<file path="config.mk">
export PLATFORM = sky130hd
export DESIGN_NAME = ocl_axil_master
export DESIGN_NICKNAME = d
export VERILOG_FILES = /design/src/rtl/axil_master_pkg.sv /design/src/rtl/axil_timeout_ctr.sv /design/src/rtl/ocl_axil_master.sv
export SDC_FILE = /design/constraint.sdc
export NUM_CORES = 1
export LEC_CHECK = 0
export ABC_AREA = 0
export BUFFER_PORTS_ARGS = -buffer_cell sky130_fd_sc_hd__buf_2
export CAP_MARGIN = 15
export CORE_MARGIN = 4
export CORE_UTILIZATION = 30
export CTS_BUF_LIST = sky130_fd_sc_hd__clkbuf_4
export CTS_CLUSTER_DIAMETER = 50
export DETAILED_ROUTE_END_ITERATION = 16
export PLACE_DENSITY_LB_ADDON = 0.15
export SETUP_SLACK_MARGIN = 0.2
export SYNTH_ARGS = -nofsm -noshare
export SYNTH_HDL_FRONTEND = slang
export SYNTH_SLANG_ARGS = --single-unit
</file>
<file path="constraint.sdc">
create_clock -name clock -period 2 [get_ports clock]
set_clock_uncertainty 0.1 [all_clocks]
set_input_delay 0.1 -clock clock [delete_from_list [all_inputs] [get_ports clock]]
set_output_delay 0.1 -clock clock [all_outputs]
set_load 0.02 [all_outputs]
</file>
<file path="src/rtl/axil_master_pkg.sv">
// Shared types for the AXI-Lite single-beat initiator: FSM states, response codes, latched command.
package axil_master_pkg;

   localparam int AXIL_ADDR_W = 32;
   localparam int AXIL_DATA_W = 32;

   localparam logic [1:0] RESP_OKAY   = 2'b00;
   localparam logic [1:0] RESP_SLVERR = 2'b10;
   localparam logic [1:0] RESP_DECERR = 2'b11;

   typedef enum logic [2:0] {
      IDLE,
      WR_REQ,
      WR_RESP,
      RD_REQ,
      RD_DATA,
      RESP
   } state_t;

   typedef struct packed {
      logic                     write;
      logic [AXIL_ADDR_W-1:0]   addr;
      logic [AXIL_DATA_W-1:0]   wdata;
      logic [AXIL_DATA_W/8-1:0] wstrb;
   } cmd_t;

endpackage

</file>
<file path="src/rtl/axil_timeout_ctr.sv">
// Saturating transaction-age counter; expired is high while the count sits at LIMIT.
// LIMIT of 0 disables expiry entirely.
module axil_timeout_ctr #(
   parameter int LIMIT = 1023
) (
   input  logic clock,
   input  logic reset,
   input  logic clear,
   input  logic enable,
   output logic expired
);

   localparam int CW = (LIMIT > 0) ? $clog2(LIMIT + 1) : 1;

   logic [CW-1:0] count;

   always_ff @(posedge clock) begin
      if (reset || clear) begin
         count <= '0;
      end else if (enable && (count != CW'(LIMIT))) begin
         count <= count + CW'(1);
      end
   end

   assign expired = (LIMIT != 0) && (count == CW'(LIMIT));

endmodule

</file>
<file path="src/rtl/ocl_axil_master.sv">
// AXI4-Lite single-beat initiator: one command at a time, zero-wait latency accept->rsp_valid of 3 cycles.
// Command port stalls (cmd_ready low) until the previous response is consumed; hung slaves are aborted by timeout.
module ocl_axil_master
   import axil_master_pkg::*;
#(
   parameter int ADDR_W         = AXIL_ADDR_W,
   parameter int DATA_W         = AXIL_DATA_W,
   parameter int TIMEOUT_CYCLES = 1023
) (
   input  logic                clock,
   input  logic                reset,
   input  logic                cmd_valid,
   output logic                cmd_ready,
   input  logic                cmd_write,
   input  logic [ADDR_W-1:0]   cmd_addr,
   input  logic [DATA_W-1:0]   cmd_wdata,
   input  logic [DATA_W/8-1:0] cmd_wstrb,
   output logic                rsp_valid,
   input  logic                rsp_ready,
   output logic [DATA_W-1:0]   rsp_rdata,
   output logic [1:0]          rsp_resp,
   output logic                rsp_timeout,
   output logic                m_axi_awvalid,
   input  logic                m_axi_awready,
   output logic [ADDR_W-1:0]   m_axi_awaddr,
   output logic                m_axi_wvalid,
   input  logic                m_axi_wready,
   output logic [DATA_W-1:0]   m_axi_wdata,
   output logic [DATA_W/8-1:0] m_axi_wstrb,
   input  logic                m_axi_bvalid,
   output logic                m_axi_bready,
   input  logic [1:0]          m_axi_bresp,
   output logic                m_axi_arvalid,
   input  logic                m_axi_arready,
   output logic [ADDR_W-1:0]   m_axi_araddr,
   input  logic                m_axi_rvalid,
   output logic                m_axi_rready,
   input  logic [DATA_W-1:0]   m_axi_rdata,
   input  logic [1:0]          m_axi_rresp
);

   localparam int STRB_W = DATA_W / 8;

   state_t            state, state_nxt;
   cmd_t              cmd_q;
   logic              aw_done, w_done;
   logic [DATA_W-1:0] rdata_q;
   logic [1:0]        resp_q;
   logic              timeout_q;
   logic              accept, abort, expired, busy;
   logic              aw_hs, w_hs, b_hs, ar_hs, r_hs, aw_fin, w_fin;

   assign accept = cmd_valid && cmd_ready;
   assign aw_hs  = m_axi_awvalid && m_axi_awready;
   assign w_hs   = m_axi_wvalid && m_axi_wready;
   assign b_hs   = m_axi_bvalid && m_axi_bready;
   assign ar_hs  = m_axi_arvalid && m_axi_arready;
   assign r_hs   = m_axi_rvalid && m_axi_rready;
   assign aw_fin = aw_done || aw_hs;
   assign w_fin  = w_done || w_hs;
   assign busy   = (state == WR_REQ) || (state == WR_RESP) || (state == RD_REQ) || (state == RD_DATA);

   axil_timeout_ctr #(.LIMIT(TIMEOUT_CYCLES)) u_timeout (
      .clock   (clock),
      .reset   (reset),
      .clear   (accept),
      .enable  (busy),
      .expired (expired)
   );

   always_ff @(posedge clock) begin
      if (reset) begin
         state <= IDLE;
      end else begin
         state <= state_nxt;
      end
   end

   // A handshake landing in the expiry cycle completes normally; abort only if it is still pending.
   always_comb begin
      state_nxt     = state;
      abort         = 1'b0;
      cmd_ready     = 1'b0;
      m_axi_awvalid = 1'b0;
      m_axi_wvalid  = 1'b0;
      m_axi_bready  = 1'b0;
      m_axi_arvalid = 1'b0;
      m_axi_rready  = 1'b0;
      rsp_valid     = 1'b0;
      case (state)
         IDLE: begin
            cmd_ready = 1'b1;
            if (cmd_valid) state_nxt = cmd_write ? WR_REQ : RD_REQ;
         end
         WR_REQ: begin
            m_axi_awvalid = !aw_done;
            m_axi_wvalid  = !w_done;
            if (aw_fin && w_fin) state_nxt = WR_RESP;
            else if (expired)    abort = 1'b1;
         end
         WR_RESP: begin
            m_axi_bready = 1'b1;
            if (m_axi_bvalid) state_nxt = RESP;
            else if (expired) abort = 1'b1;
         end
         RD_REQ: begin
            m_axi_arvalid = 1'b1;
            if (m_axi_arready) state_nxt = RD_DATA;
            else if (expired)  abort = 1'b1;
         end
         RD_DATA: begin
            m_axi_rready = 1'b1;
            if (m_axi_rvalid) state_nxt = RESP;
            else if (expired) abort = 1'b1;
         end
         RESP: begin
            rsp_valid = 1'b1;
            if (rsp_ready) state_nxt = IDLE;
         end
         default: state_nxt = IDLE;
      endcase
      if (abort) state_nxt = RESP;
   end

   always_ff @(posedge clock) begin
      if (reset) begin
         cmd_q     <= '0;
         aw_done   <= 1'b0;
         w_done    <= 1'b0;
         rdata_q   <= '0;
         resp_q    <= RESP_OKAY;
         timeout_q <= 1'b0;
      end else begin
         if (accept) begin
            cmd_q   <= '{write: cmd_write,
                         addr:  AXIL_ADDR_W'(cmd_addr),
                         wdata: AXIL_DATA_W'(cmd_wdata),
                         wstrb: (AXIL_DATA_W/8)'(cmd_wstrb)};
            aw_done <= 1'b0;
            w_done  <= 1'b0;
         end else if (state == WR_REQ) begin
            aw_done <= aw_fin;
            w_done  <= w_fin;
         end
         if (b_hs || r_hs) begin
            rdata_q   <= cmd_q.write ? '0 : m_axi_rdata;
            resp_q    <= cmd_q.write ? m_axi_bresp : m_axi_rresp;
            timeout_q <= 1'b0;
         end else if (abort) begin
            rdata_q   <= '0;
            resp_q    <= RESP_SLVERR;
            timeout_q <= 1'b1;
         end
      end
   end

   assign m_axi_awaddr = ADDR_W'(cmd_q.addr);
   assign m_axi_araddr = ADDR_W'(cmd_q.addr);
   assign m_axi_wdata  = DATA_W'(cmd_q.wdata);
   assign m_axi_wstrb  = STRB_W'(cmd_q.wstrb);
   assign rsp_rdata    = rdata_q;
   assign rsp_resp     = resp_q;
   assign rsp_timeout  = timeout_q;

endmodule
</file>
Word level (Yosys, flattened, before mapping)
Index checks and enable logic that the tools add are counted.
{"block": "classes", "add_sub_neg": 1, "eq_ne": 19, "mux": 28, "n_reduce_logical": 23}
{"operator": "2-to-1 mux 32 bit", "n": 3}
{"operator": "2-to-1 mux 3 bit", "n": 7}
{"operator": "inequality test 3 bit (second input constant)", "n": 6}
{"operator": "one-hot mux 3 bit (6 select lines)", "n": 1}
{"operator": "2-to-1 mux 1 bit", "n": 12}
{"operator": "inequality test 2 bit (second input constant)", "n": 6}
{"operator": "AND reduction 6 bit", "n": 2}
{"operator": "adder 10 x 1 -> 10 bit (second input constant)", "n": 1}
{"operator": "equality test 10 bit (second input constant)", "n": 1}
{"operator": "inequality test 10 bit (second input constant)", "n": 1}
{"operator": "2-to-1 mux 2 bit", "n": 4}
{"operator": "logical AND 1 bit", "n": 7}
{"operator": "logical OR 1 bit", "n": 7}
{"operator": "equality test 3 x 2 -> 1 bit (second input constant)", "n": 2}
{"operator": "equality test 3 bit (second input constant)", "n": 2}
{"operator": "OR reduction 2 bit", "n": 3}
{"operator": "one-hot mux 1 bit (4 select lines)", "n": 1}
{"operator": "equality test 3 x 1 -> 1 bit (second input constant)", "n": 1}
{"operator": "zero test 3 bit", "n": 1}
{"operator": "zero test 1 bit", "n": 2}
{"operator": "nonzero test 2 bit", "n": 1}
{"block": "totals", "regBits": 119, "input_bits": 114, "output_inout_bits": 142, "word_cells": 83}

Logic depth before layout (Yosys ltp)
Gate-level depths: netlist of run 1.
{"block": "depth", "word_depth": 9, "mapped_depth": 8, "ltp_nobuf": 5}

Cells and area by module
A second synthesis of run 1 with hierarchy kept.
{"block": "hier_totals", "hier_cells": 596, "area_unflattened_um2": 5202.5}
{"module": "ocl_axil_master", "n_inst": 1, "cells_per_inst": 540, "area_per_inst_um2": 4694.5, "seq_area_each_um2": 2182.1}
{"module": "axil_timeout_ctr", "n_inst": 1, "cells_per_inst": 56, "area_per_inst_um2": 508.0, "seq_area_each_um2": 200.2}

Least setup slack after synthesis of run 1
No wires, ideal clock.
{"block": "synth_path", "path_kind": "flip-flop to flip-flop", "startpoint": "register state[2]", "endpoint": "register cmd_q, in the netlist m_axi_wdata[0]", "setup_ps": 132, "t_arrival_ps": 1640, "required_time_ps": 1768, "path_slack_ps": 128, "stages_incl_launch_ff": 7, "path_buffers": 2, "period_less_slack_ps": 1872, "cell_sequence": "dfxtp_1 > nor3_2 > nand2_1 > buf_2 > clkbuf_1 > nand2_1 > a21oi_1"}
{"block": "synth_via", "elab_chain_len": 3}
{"item": "start, declared", "line_no": "ocl_axil_master.sv:44", "rtl": "state_t state, state_nxt;"}
{"item": "start signal, assigned", "line_no": "ocl_axil_master.sv:75", "rtl": "state <= state_nxt;"}
{"item": "zero test 3 bit", "line_no": "ocl_axil_master.sv:90", "rtl": "case (state)"}
{"item": "2-to-1 mux 1 bit", "line_no": "ocl_axil_master.sv:90"}
{"item": "via cmd_ready", "line_no": "ocl_axil_master.sv:13", "rtl": "output logic cmd_ready,"}
{"item": "logical AND 1 bit", "line_no": "ocl_axil_master.sv:53", "rtl": "assign accept = cmd_valid && cmd_ready;"}
{"item": "end signal, assigned", "line_no": "ocl_axil_master.sv:135", "rtl": "cmd_q <= '{write: cmd_write,"}
{"item": "end, declared", "line_no": "ocl_axil_master.sv:45", "rtl": "cmd_t cmd_q;"}
The timed path passes the listed nets, and every way through them passes these cells.
A chain may end at the register's enable or synchronous reset.

Final worst setup path of run 1
{"block": "layout_path", "startpoint": "register state[1]", "endpoint": "register state[2]"}
{"block": "layout_via", "elab_chain_len": 9, "elab_cells_between_ends": 24, "classes_between": "eq/ne (11); mux (6); reduce/logical (7)"}
{"item": "equality test 3 x 1 -> 1 bit", "line_no": "ocl_axil_master.sv:90"}
{"item": "2-to-1 mux 1 bit", "line_no": "ocl_axil_master.sv:90"}
{"item": "logical AND 1 bit, on equally long branches", "line_no": "ocl_axil_master.sv:54, ocl_axil_master.sv:55"}
{"item": "logical OR 1 bit, on equally long branches", "line_no": "ocl_axil_master.sv:59, ocl_axil_master.sv:60"}
{"item": "logical AND 1 bit", "line_no": "ocl_axil_master.sv:98", "rtl": "if (aw_fin && w_fin) state_nxt = WR_RESP;"}
{"item": "2-to-1 mux 1 bit", "line_no": "ocl_axil_master.sv:98"}
{"item": "one-hot mux 1 bit (4 select lines)", "line_no": "ocl_axil_master.sv:90"}
{"item": "inequality test 3 bit (no source line)"}
{"item": "AND reduction 6 bit (no source line)"}
Several ways; a longest one is shown, not always the timed one.

==> impl_summary.md, run 1 <==
Logic synthesis
Yosys mapped a number of flops with a built-in enable equal to 0. Ranked by total cell area, the synthesized netlist is headed by sky130_fd_sc_hd__dfxtp_1, sky130_fd_sc_hd__buf_4, sky130_fd_sc_hd__nand2_1. Counting distinct cell types in the post-synthesis netlist gives 43. Of the total synthesized cell area, the portion taken by full adders, half adders and majority gates is 0.00232. The fraction of post-synthesis cell area in the top cell type by area is 0.441. The number of instances in the synthesized netlist is 664. The simple-gate portion of the synthesized area is 0.232. When the netlist entered floorplanning its net count stood at 779. After synthesis, the largest family of logic cells by area is simple AND/OR/NAND/NOR gates.

The count of yosys warnings during synthesis is 0. The synthesized design contains 119 register bits. After synthesis the cells add up to 0.00540 mm^2. Dividing the synthesized area by the synthesized cell count gives 8.13 um^2.

The register area share after synthesis is 0.441. Of the total synthesized cell area, the portion taken by XOR and XNOR cells is 0.0146. sky130_fd_sc_hd__dfxtp_1 takes more of the synthesized area than any other cell. The most common flop cell mapped by yosys is sky130_fd_sc_hd__dfxtp_1. The async set-reset flop share out of synthesis is 0. After synthesis, the share of cell area in mux cells is 0.00580. The compound-cell area share of the yosys netlist came to 0.122.

Clock tree
CTS built an H-tree with a depth of 4. TritonCTS created 17 clock buffers. The clock reaches the later pin of the worst-skew pair after 0.51 ns. The root buffer selected by CTS is sky130_fd_sc_hd__clkbuf_4.

The CTS tree is done. Clock-pin slew was measured on the worst setup and hold paths at 0.10 ns. The clock net sink count is 119. The worst-case clock buffer depth is 2.

Floorplanning
During I/O placement, the number of pins put on the boundary was 256. In this run the core area contains 48 standard-cell rows. The effective utilization at floorplan is 0.309. The floorplan step set the die height to 142 um.

The chip width is 142 um. The placeable core area is 0.0175 mm^2. The area of the die is 0.0202 mm^2.

Route
Once detail routing completed, the nets flagged for antenna violations numbered 0. The detailed-route via count is 5224. The average via count per standard cell is 4.47. Dividing the detail-routed wire length by the instance count gives 14.1 um. The violation count after the first detailed-routing iteration is 143.

The routed design has 16400 um of wire. The DRC violations left is 0. The detailed-routing iteration count for the pre-antenna-repair pass is 8.

Global routing
The maximum number of pins on one net before global-route repair is 70. The overall fraction of global-route tracks in use is 0.156. For this run the aggregate overflow at the end of global routing stands at 0. The wire length of the first global-routing pass is 25500 um.

The number of global-route vias before repair is 5048. The initial antenna violation count came to 1.

Place
The count of buffers added on input and output ports is 255. The placed wire-length estimate after detailed placement is 10300 um. The global placement routability congestion is 0.754.

Final layout
The combined area of the multi-input logic cells is 0.00209 mm^2. The leading cell type in the layout, fill and taps excluded is sky130_fd_sc_hd__buf_2. The top cell types in the final layout, fill and taps aside, are sky130_fd_sc_hd__buf_2, sky130_fd_sc_hd__nand2_1, sky130_fd_sc_hd__dfxtp_1, sky130_fd_sc_hd__dlygate4sd3_1, sky130_fd_sc_hd__a21oi_1. The count of nets after finishing is 1044. From synthesis to final layout, the design area changed by 45.5%. The register area is 0.00240 mm^2. The fill cell total of the finished layout is 1777. The layout cell share with drive strength beyond 1 is 0.362.

Worst setup path
The data arrival time of the critical path is 2.08 ns. The startpoint type of the worst setup path is a flip-flop. The critical path in this run is classified as flip-flop to flip-flop. For the worst setup path, the data required time is 2.30 ns.

The category of the worst setup path capture point is a flip-flop. The highest fanout seen on the critical path is 8.

Timing
The number of pins with negative max-slew slack in the final report was 0. The worst slew margin relative to its limit is 0.749. For this run, the top clock speed supported by timing is 562 MHz. The part of the cycle the worst path needs is 0.890.

Setup repair after global routing could not meet its margin everywhere. The final critical-path required period is 1.78 ns. At the pin with the least slew margin, the transition time is 0.377 ns. The final count of hold timing violations is 0. Setup total negative slack on the finished layout was measured at 0 ns. The final number of setup-violating endpoints is 0.

Power and ir drop
The overall power is 8330 uW. The total power divided by cell area is 1060 mW/mm^2. For this design the static power due to leakage is 0.00353 uW. VDD sags by at most 0.465 mV.

Min path
The min-delay analysis places its worst path in the category input pin to flip-flop.

Flow run
Across the run, the number of max-cap violations was 0.

Status
The flow ran to the end, and the final reports show no timing, DRC or antenna violations.
## cell usage after synthesis (all sizes together) (2+ instances only)
cell type,n
a21oi,105
a31oi,3
and2,3
and4,3
buf,123
clkbuf,23
dfxtp,119
inv,3
mux2i,2
nand2,145
nand2b,4
nand3,39
nand3b,32
nand4,4
nor2,20
nor3,3
nor4,2
o21ai,4
xnor2,7
xor2,2
## report_power, final
group	internal, uW	leakage, uW	switching, uW
Sequential	2780	0.000975	258
Clock	865	0.000153	883
Combinational	1440	0.00240	2100
Total	5080	0.00353	3240
## per-layer routing
| metal | track usage | routed length (um) | vias to the layer above |
|---|---|---|---|
| li1 | - | - | 2644 |
| met1 | 0.187 | 6970 | 2376 |
| met2 | 0.263 | 7850 | 189 |
| met3 | 0.0544 | 1410 | 15 |
| met4 | 0.0465 | 200 | 0 |
| met5 | 0 | 0 | - |
## flip-flops by register name (all words and copies together), names as in the netlist
signal / flops
u_timeout.count: 10
m_axi_wstrb: 4
rsp_rdata: 32
state: 3
rsp_resp: 2
cmd_q: 1
rsp_timeout: 1
w_done: 1
aw_done: 1
m_axi_wdata: 32
m_axi_araddr: 32
## through the flow
| stage | hold WS (ns) | setup WS, ns | std cells | utilization | instance area, um^2 |
|---|---|---|---|---|---|
| detailed placement | 0.247 | 0.161 | 1015 | 0.356 | 6220 |
| global placement | 0.243 | 0.155 | 1015 | 0.356 | 6220 |
| CTS | 0.0398 | 0.176 | 1165 | 0.445 | 7780 |
| global route | 0.00476 | 0.132 | 1169 | 0.449 | 7860 |
| floorplan | 0.136 | 0.216 | 664 | - | 5410 |
| finish | 0.0180 | 0.220 | 1169 | 0.449 | 7860 |
## path summary, 6_finish.rpt
check	from	depth (start not counted)	slack [ns]	endpoint
max	state[1]	5	0.22	state[2]
min	cmd_valid	4	0.02	u_timeout.count[1]
max reg2reg	state[1]	5	0.22	state[2]
min reg2reg	m_axi_wstrb[1]	2	0.35	m_axi_wstrb[1]
## final cells by class
cell class	instances	area share
antenna	2	0.000637
clock buffer	19	0.0182
clock inverter	13	0.0174
inverter	3	0.00143
multi-input combinational	396	0.266
sequential	119	0.305
tap	225	0.0358
timing repair buffer	392	0.355
## logic make-up after synthesis
logic type	count (synthesis)
buffers and inverters	149
AND/OR/NAND/NOR	261
AO/OA/AOI/OAI	122
XOR/XNOR	9
flip-flops	119
adder cells (fa/ha/maj)	1
multiplexers	3
## repair_timing
item,in CTS,in global routing
pin swaps,3,1
setup buffers,6,1
endpoints found under the setup margin,5,35
gates cloned,2,1
hold buffers,110,0
endpoints found under the hold margin,108,0
resized for setup,17,18
## critical path: stages (launching register included)
cell,delay [ns]
sky130_fd_sc_hd__dfxtp_4,0.38
sky130_fd_sc_hd__nand2b_4,0.16
sky130_fd_sc_hd__or3_4,0.34
sky130_fd_sc_hd__a31o_4,0.27
sky130_fd_sc_hd__buf_16,0.16
sky130_fd_sc_hd__a2111oi_2,0.27
Power figures use the tool's default switching activity.
==> run 2: changes to the inputs <==
ABC_AREA = 1   (was 0)
MAX_ROUTING_LAYER = met4   (was not set)
RECOVER_POWER = 25   (was not set)
==> impl_summary.md, run 2 <==
Clock tree
The clock net sink count is 119 (unchanged). The clock-pin slew of the registers on the worst-case setup and hold paths is 0.12 ns (was 0.10 ns). The worst-case clock buffer depth is 2 (unchanged). The CTS tree is done (unchanged). The clock latency of the later-clocked register in the worst-skew pair was 0.51 ns (about the same). The root buffer selected by CTS is sky130_fd_sc_hd__clkbuf_4 (unchanged). The number of buffers created by CTS came to 17 (unchanged).

The level count of the clock H-tree came to 4 (unchanged).

Route
The violation count after the first detailed-routing iteration is 223 (was 143). The average via count per standard cell is 4.55 (was 4.47). The detailed-routing iteration count for the pre-antenna-repair pass is 4 (was 8). The detailed-route wire length per cell is 14.5 um (was 14.1 um). The post-detailed-routing wire length is 17900 um (was 16400 um). The detailed-route via count is 5614 (was 5224). The count of nets left with antenna violations after detail routing is 0 (unchanged). The DRC violations left came to 0 (unchanged).

Timing
The final critical-path required period is 1.66 ns (was 1.78 ns). Unrepaired setup endpoints after global routing: yes (unchanged). The part of the cycle the worst path needs is 0.832 (was 0.890).

The number of pins with negative max-slew slack in the final report is 0 (unchanged). The highest clock frequency the design can meet is 601 MHz (was 562 MHz). The final number of setup-violating endpoints is 0 (unchanged). The worst slew margin relative to its limit is 0.549 (was 0.749). The actual slew at the worst max-slew pin is 0.677 ns (was 0.377 ns). The total negative slack is 0 ns (unchanged). The final count of hold timing violations is 0 (unchanged).

Floorplanning
The effective utilization at floorplan was 0.307 (was 0.309). The floorplan die height was 144 um (was 142 um). The placeable core area is 0.0181 mm^2 (was 0.0175 mm^2). The area of the die came to 0.0208 mm^2 (was 0.0202 mm^2). The boundary pin count came to 256 (unchanged). The chip width was 144 um (was 142 um). The number of placement rows is 49 (was 48).

Worst setup path
The data required time at the worst endpoint is 1.80 ns (was 2.30 ns). The highest fanout seen on the critical path came to 4 (was 8). The worst-case register-to-register setup slack was 0.35 ns (was 0.22 ns). The category of the worst setup path capture point is an output port (was flip-flop).

The startpoint type of the worst setup path is a flip-flop (unchanged). The data arrival time of the critical path was 1.46 ns (was 2.08 ns). The type of the worst setup path is flip-flop to output port (was flip-flop to flip-flop).

Logic synthesis
The count of yosys warnings during synthesis is 0 (unchanged). The most frequent cell after synthesis is sky130_fd_sc_hd__nand3_1 (was sky130_fd_sc_hd__nand2_1). The register area share after synthesis was 0.427 (was 0.441). The number of instances in the synthesized netlist is 721 (was 664). The post-synthesis register bit count is 119 (unchanged). The fraction of post-synthesis cell area in the top cell type by area is 0.427 (was 0.441). Ranking of synthesized cells by area: sky130_fd_sc_hd__dfxtp_1, sky130_fd_sc_hd__buf_4, sky130_fd_sc_hd__nand3_1 (was sky130_fd_sc_hd__dfxtp_1, sky130_fd_sc_hd__buf_4, sky130_fd_sc_hd__nand2_1). The number of enable flip-flop cells after synthesis is 0 (unchanged). The synthesized area divided by synthesized cell count is 7.73 um^2 (was 8.13 um^2). Synth top cells by count: sky130_fd_sc_hd__nand3_1, sky130_fd_sc_hd__dfxtp_1, sky130_fd_sc_hd__nand2_1, sky130_fd_sc_hd__a21oi_1, sky130_fd_sc_hd__buf_4 (was sky130_fd_sc_hd__nand2_1, sky130_fd_sc_hd__dfxtp_1, sky130_fd_sc_hd__a21oi_1, sky130_fd_sc_hd__buf_4, sky130_fd_sc_hd__nand3_1). The post-synth design cell area was 0.00558 mm^2 (was 0.00540 mm^2). The most common flop cell mapped by yosys is sky130_fd_sc_hd__dfxtp_1 (unchanged).

The most area-hungry cell type in the Yosys netlist is sky130_fd_sc_hd__dfxtp_1 (unchanged). The distinct cell type count after synthesis is 29 (was 43). The async set-reset flop share out of synthesis came to 0 (unchanged). The net count after synthesis was 836 (was 779).

Final layout
The leading cell type in the layout, fill and taps excluded is sky130_fd_sc_hd__buf_2 (unchanged). The area added between synthesis and finish was 41.4% (was 45.5%). The count of nets after finishing was 1103 (was 1044). The register area is 0.00240 mm^2 (about the same). The fill cell total of the finished layout is 1840 (was 1777).

The number of non-filler instances in the completed layout came to 1233 (was 1169). Most frequent cells in the layout: sky130_fd_sc_hd__buf_2, sky130_fd_sc_hd__nand3_1, sky130_fd_sc_hd__dfxtp_1, sky130_fd_sc_hd__dlygate4sd3_1, sky130_fd_sc_hd__a21oi_1 (was sky130_fd_sc_hd__buf_2, sky130_fd_sc_hd__nand2_1, sky130_fd_sc_hd__dfxtp_1, sky130_fd_sc_hd__dlygate4sd3_1, sky130_fd_sc_hd__a21oi_1). The combined area of the multi-input logic cells is 0.00210 mm^2 (was 0.00209 mm^2). The layout cell share with drive strength beyond 1 is 0.285 (was 0.362).

Global routing
The overall fraction of global-route tracks in use was 0.165 (was 0.156). The initial antenna violation count is 1 (unchanged). The maximum number of pins on one net before global-route repair is 69 (was 70). The remaining global-route overflow is 0 (unchanged). The wire length of the first global-routing pass was 26700 um (was 25500 um). The number of global-route vias before repair is 5244 (was 5048).

Power and ir drop
The worst supply voltage drop on vdd was 0.519 mV (was 0.465 mV). The total power divided by cell area is 1160 mW/mm^2 (was 1060 mW/mm^2). The cell leakage power is 0.00338 uW (was 0.00353 uW).

Status
Outcome: complete, no violations (unchanged).

Flow run
The max-cap check violation count came to 0 (unchanged).

Place
The quantity of I/O buffers inserted on ports is 255 (unchanged). The instance count after placement with tap cells included is 1070 (was 1015). The global placement routability congestion came to 0.734 (was 0.754). The placed wire-length estimate after detailed placement is 11200 um (was 10300 um).

Min path
The worst hold path class is input pin to flip-flop (unchanged).
run 2: changes by cell type in the layout (fill, tap and decap cells not counted), moves of 21 or more:
cell                       delta
sky130_fd_sc_hd__nand3_1    +104
sky130_fd_sc_hd__clkbuf_1    +65
sky130_fd_sc_hd__buf_2       -64
sky130_fd_sc_hd__nand2_1     -34
sky130_fd_sc_hd__nand3b_1    -31
sky130_fd_sc_hd__inv_1       +21
run 2: path summary, 6_finish.rpt:
| kind | from | end | cells past startpoint |
|---|---|---|---|
| worst max-delay path | state[1] | m_axi_wvalid | 6 |
| worst min-delay path | m_axi_wready | w_done | 4 |
| worst max register to register | state[1] | state[1] | 6 |
| worst min register to register | m_axi_wdata[30] | m_axi_wdata[30] | 2 |
run 2: worst max-delay path, cell delays in order, from the launching register on:
cell                      delay (ns)
sky130_fd_sc_hd__dfxtp_4        0.39
sky130_fd_sc_hd__inv_4          0.07
sky130_fd_sc_hd__nand2_4        0.06
sky130_fd_sc_hd__nor2_4         0.11
sky130_fd_sc_hd__inv_1          0.07
sky130_fd_sc_hd__nor2_1         0.10
sky130_fd_sc_hd__buf_4          0.15
run 2: layout make-up:
cell class              count  area share
multi-input cells         422       0.267
repair buffers            396       0.340
clock buffers              17      0.0162
clock inverters            15      0.0197
flip-flops and latches    119       0.304
diodes                      3    0.000952
inverters                  32      0.0165
well taps                 229      0.0363
run 2: cells by family after synthesis:
group	after synthesis	synth area share
AND/OR/NAND/NOR	294	0.242
buffers and inverters	180	0.207
AO/OA/AOI/OAI	126	0.120
flip-flops	119	0.427
XOR/XNOR	1	0.00157
adder cells (fa/ha/maj)	1	0.00224
run 2: report_power, final:
group | total (uW) | internal (uW) | switching (uW)
Sequential | 3120 | 2820 | 300
Combinational | 4310 | 1640 | 2660
Clock | 1730 | 743 | 986
Total | 9160 | 5210 | 3950
run 2: metal layers:
metal / share of wire / GRT usage / vias to the layer above
met5: 0 / - / -
met1: 0.44 / 0.206 / 2551
met2: 0.48 / 0.266 / 202
met3: 0.071 / 0.0443 / 10
li1: - / - / 2851
met4: 0.0067 / 0.0412 / 0
run 2: through the flow:
stage	power, uW	utilization	setup slack (ns)	hold slack (ns)	cell area, um^2
4_1_cts	9210	0.431	0.193	0.198	7810
3_3_place_gp	6790	0.345	0.193	0.260	6270
5_1_grt	9800	0.434	0.183	0.227	7880
6_report	9160	0.434	0.336	0.273	7880
2_1_floorplan	6120	-	0.392	0.143	5580
3_5_place_dp	6770	0.345	0.160	0.271	6270
run 2: what timing repair did:
item                       CTS  global route
pin swaps                    1             3
hold endpoints to repair   113             0
gates resized for setup     14            14
setup buffers                3             8
setup endpoints to repair   37           106
hold buffers               114             0
gates cloned                 2             1
==> run 3: changes to the inputs <==
clock period = 1.5 ns   (was 2 ns; I/O delays follow)
==> impl_summary.md, run 3 (synthesis gave the netlist of run 2 again) <==
Flow run
The max-cap check violation count is 0 (unchanged).

Power and ir drop
The share of power burned in combinational logic was 0.623 (was 0.470). The clock network power share is 0.149 (was 0.189). The internal power consumption is 11800 uW (was 5210 uW). The total power divided by cell area is 1670 mW/mm^2 (was 1160 mW/mm^2). The worst supply voltage drop on vdd was 0.787 mV (was 0.519 mV). The portion of total power attributed to sequential cells is 0.227 (was 0.341). The total net switching power came to 7660 uW (was 3950 uW).

The switching part of the total came to 0.394 (was 0.431). The cell leakage power is 0.00493 uW (was 0.00338 uW).

Floorplanning
The number of placement rows was 49 (unchanged). The floorplan die height is 144 um (unchanged). The area of the die is 0.0208 mm^2 (unchanged).

The effective utilization at floorplan was 0.307 (unchanged). The chip width is 144 um (unchanged). The boundary pin count came to 256 (unchanged). The placeable core area is 0.0181 mm^2 (unchanged).

Timing
The final count of hold timing violations is 0 (unchanged). The final critical-path required period is 1.72 ns. In the finished design, the share of the clock period the worst path needs comes to 1.15. The worst slew margin relative to its limit is 0.572 (was 0.549).

Unrepaired setup endpoints after global routing: yes (unchanged). The actual slew at the worst max-slew pin is 0.643 ns (was 0.677 ns). The final critical-path setup slack was -0.218 ns (was 0.336 ns). The number of pins with negative max-slew slack in the final report is 0 (unchanged). The final number of setup-violating endpoints is 126 (was 0). The highest clock frequency the design can meet is 582 MHz.

Final layout
The layout cell share with drive strength beyond 1 is 0.689 (was 0.285). Most frequent cells in the layout: sky130_fd_sc_hd__buf_4, sky130_fd_sc_hd__buf_2, sky130_fd_sc_hd__dlygate4sd3_1 (was sky130_fd_sc_hd__buf_2, sky130_fd_sc_hd__nand3_1, sky130_fd_sc_hd__dfxtp_1, sky130_fd_sc_hd__dlygate4sd3_1, sky130_fd_sc_hd__a21oi_1). The fill cell total of the finished layout is 1380 (was 1840). The area added between synthesis and finish is 109% (was 41.4%). The count of nets after finishing is 1231 (was 1103). The final core area utilization is 0.642 (was 0.434). The leading cell type in the layout, fill and taps excluded was sky130_fd_sc_hd__buf_4 (was sky130_fd_sc_hd__buf_2).

Place
The pre-CTS setup slack came to -0.108 ns (was 0.160 ns). The quantity of I/O buffers inserted on ports is 255 (unchanged). The placed wire-length estimate after detailed placement is 11700 um (was 11200 um). The global placement routability congestion is 0.747 (was 0.734).

Route
The violation count after the first detailed-routing iteration is 223 (unchanged). The post-detailed-routing wire length is 23700 um (was 17900 um). The detailed-route via count is 6463 (was 5614). The count of nets left with antenna violations after detail routing is 0 (unchanged). The DRC violations left was 0 (unchanged).

The average via count per standard cell is 4.76 (was 4.55). The detailed-route wire length per cell is 17.5 um (was 14.5 um). The detailed-routing iteration count for the pre-antenna-repair pass is 4 (unchanged).

Worst setup path
The data required time at the worst endpoint is 1.80 ns (about the same). The type of the worst setup path is flip-flop to flip-flop (was flip-flop to output port). The data arrival time of the critical path is 2.01 ns (was 1.46 ns).

The slowest library cell on the worst path is sky130_fd_sc_hd__dfxtp_2 (was sky130_fd_sc_hd__dfxtp_4). The start of the worst register-to-register path is u_timeout.count[1] (was state[1]). The delay of the slowest cell on the worst path is 0.37 ns (was 0.39 ns). The startpoint type of the worst setup path is a flip-flop (unchanged). The category of the worst setup path capture point was a flip-flop (was output port). The cell type group with the largest total delay on the critical path is simple AND/OR/NAND/NOR gates (was flip-flops). Chain of cells forming the critical path: ha_4 > nand3_4 > nor2_4 > nand2_2 > nor2_4 > nand2_8 > buf_12 > buf_16 > nand3_2 > a21oi_2 (was inv_4 > nand2_4 > nor2_4 > inv_1 > nor2_1 > buf_4).

The highest fanout seen on the critical path is 8 (was 4). The cell with the most instances on the worst path is sky130_fd_sc_hd__nor2_4. The number of buffers and inverters on the critical path came to 2 (was 3). The beginning of the critical path is u_timeout.count[1] (was state[1]).

Clock tree
The CTS tree is done (unchanged). The root buffer selected by CTS is sky130_fd_sc_hd__clkbuf_4 (unchanged). The clock net sink count was 119 (unchanged). The clock-pin slew of the registers on the worst-case setup and hold paths came to 0.12 ns (about the same). The clock latency of the later-clocked register in the worst-skew pair came to 0.52 ns (was 0.51 ns). The level count of the clock H-tree is 4 (unchanged). The worst-case clock buffer depth came to 2 (unchanged). The number of buffers created by CTS is 17 (unchanged).

The cts-stage hold buffer count came to 112 (was 114).

Global routing
The remaining global-route overflow is 0 (unchanged). The maximum number of pins on one net before global-route repair is 63 (was 69). The overall fraction of global-route tracks in use was 0.204 (was 0.165). The number of global-route vias before repair is 6169 (was 5244). The wire length of the first global-routing pass was 32200 um (was 26700 um). The initial antenna violation count is 1 (unchanged).

Status
The final reports fail on negative setup slack. Outcome: complete, but fails checks (was complete, no violations).

Min path
The launch instance of the worst min-delay path was m_axi_bvalid (was m_axi_wready). The worst hold path class is input pin to flip-flop (unchanged).
-- run 3: cell count changes in the layout (fill, tap and decap cells not counted), sizes merged --
cell / previous run / this run
dlygate4sd3: 114 / 112
bufinv: 2 / 5
clkbuf: 83 / 19
inv: 33 / 35
diode: 3 / 1
bufbuf: 2 / 0
clkinv: 7 / 3
buf: 214 / 409
nand2: 118 / 120
clkinvlp: 5 / 3
-- run 3: layer usage --
metal / track usage / wire length [um] / up-vias / share of wire
li1: - / - / 3122 / -
met1: 0.227 / 9020 / 3077 / 0.38
met2: 0.364 / 13000 / 236 / 0.55
met3: 0.0486 / 1330 / 28 / 0.056
met4: 0.0550 / 429 / 0 / 0.018
met5: - / 0 / - / 0
-- run 3: repair_timing --
item,CTS,global route
setup endpoints to repair,148,257
endpoints found under the hold margin,117,1
buffers inserted,40,37
pin swaps,68,50
cloned,26,0
gates resized for setup,230,435
-- run 3: area by class of cell --
class	count	area (um^2)	share of cell area
repair buffers	522	5080	0.436
multi-input cells	424	3250	0.279
flip-flops and latches	119	2540	0.218
well taps	229	287	0.0246
clock inverters	14	220	0.0189
inverters	32	140	0.0120
clock buffers	18	135	0.0116
diodes	1	2.50	0.000215
-- run 3: stage by stage --
stage	instances	setup TNS [ns]	hold WS [ns]	cell area (um^2)	total power, uW
6_report	1359	-19.28	0.0174	11700	19500
3_5_place_dp	1111	-3.18	0.238	6670	9800
5_1_grt	1359	-29.25	-0.0344	11700	20400
3_3_place_gp	1111	-2.76	0.233	6670	9830
2_1_floorplan	721	-0.198	0.118	5620	8260
4_1_cts	1321	-18.26	-0.0370	10000	17400
-- run 3: worst min-delay path: stages --
cell and delay [ns]:
sky130_fd_sc_hd__buf_2 0.08, sky130_fd_sc_hd__inv_1 0.07, sky130_fd_sc_hd__nand3_1 0.09, sky130_fd_sc_hd__nand2_1 0.06, sky130_fd_sc_hd__nand2_2 0.08, sky130_fd_sc_hd__buf_4 0.12, sky130_fd_sc_hd__a21oi_2 0.05
-- run 3: final timing paths --
kind | endpoint | slack (ns) | depth (start not counted)
max | rsp_rdata[6] | -0.22 | 10
min | state[1] | 0.02 | 7
max reg2reg | rsp_rdata[6] | -0.22 | 10
min reg2reg | m_axi_wstrb[1] | 0.37 | 2
-- run 3: power by group through the flow --
stage                     Clock (uW)  Sequential [uW]  Combinational [uW]
after floorplan                    0             4310                3940
after global placement             0             4170                5650
after detailed placement           0             4170                5630
after CTS                       2980             4190               10200
after global routing            3140             4490               12700
final                           2900             4420               12100
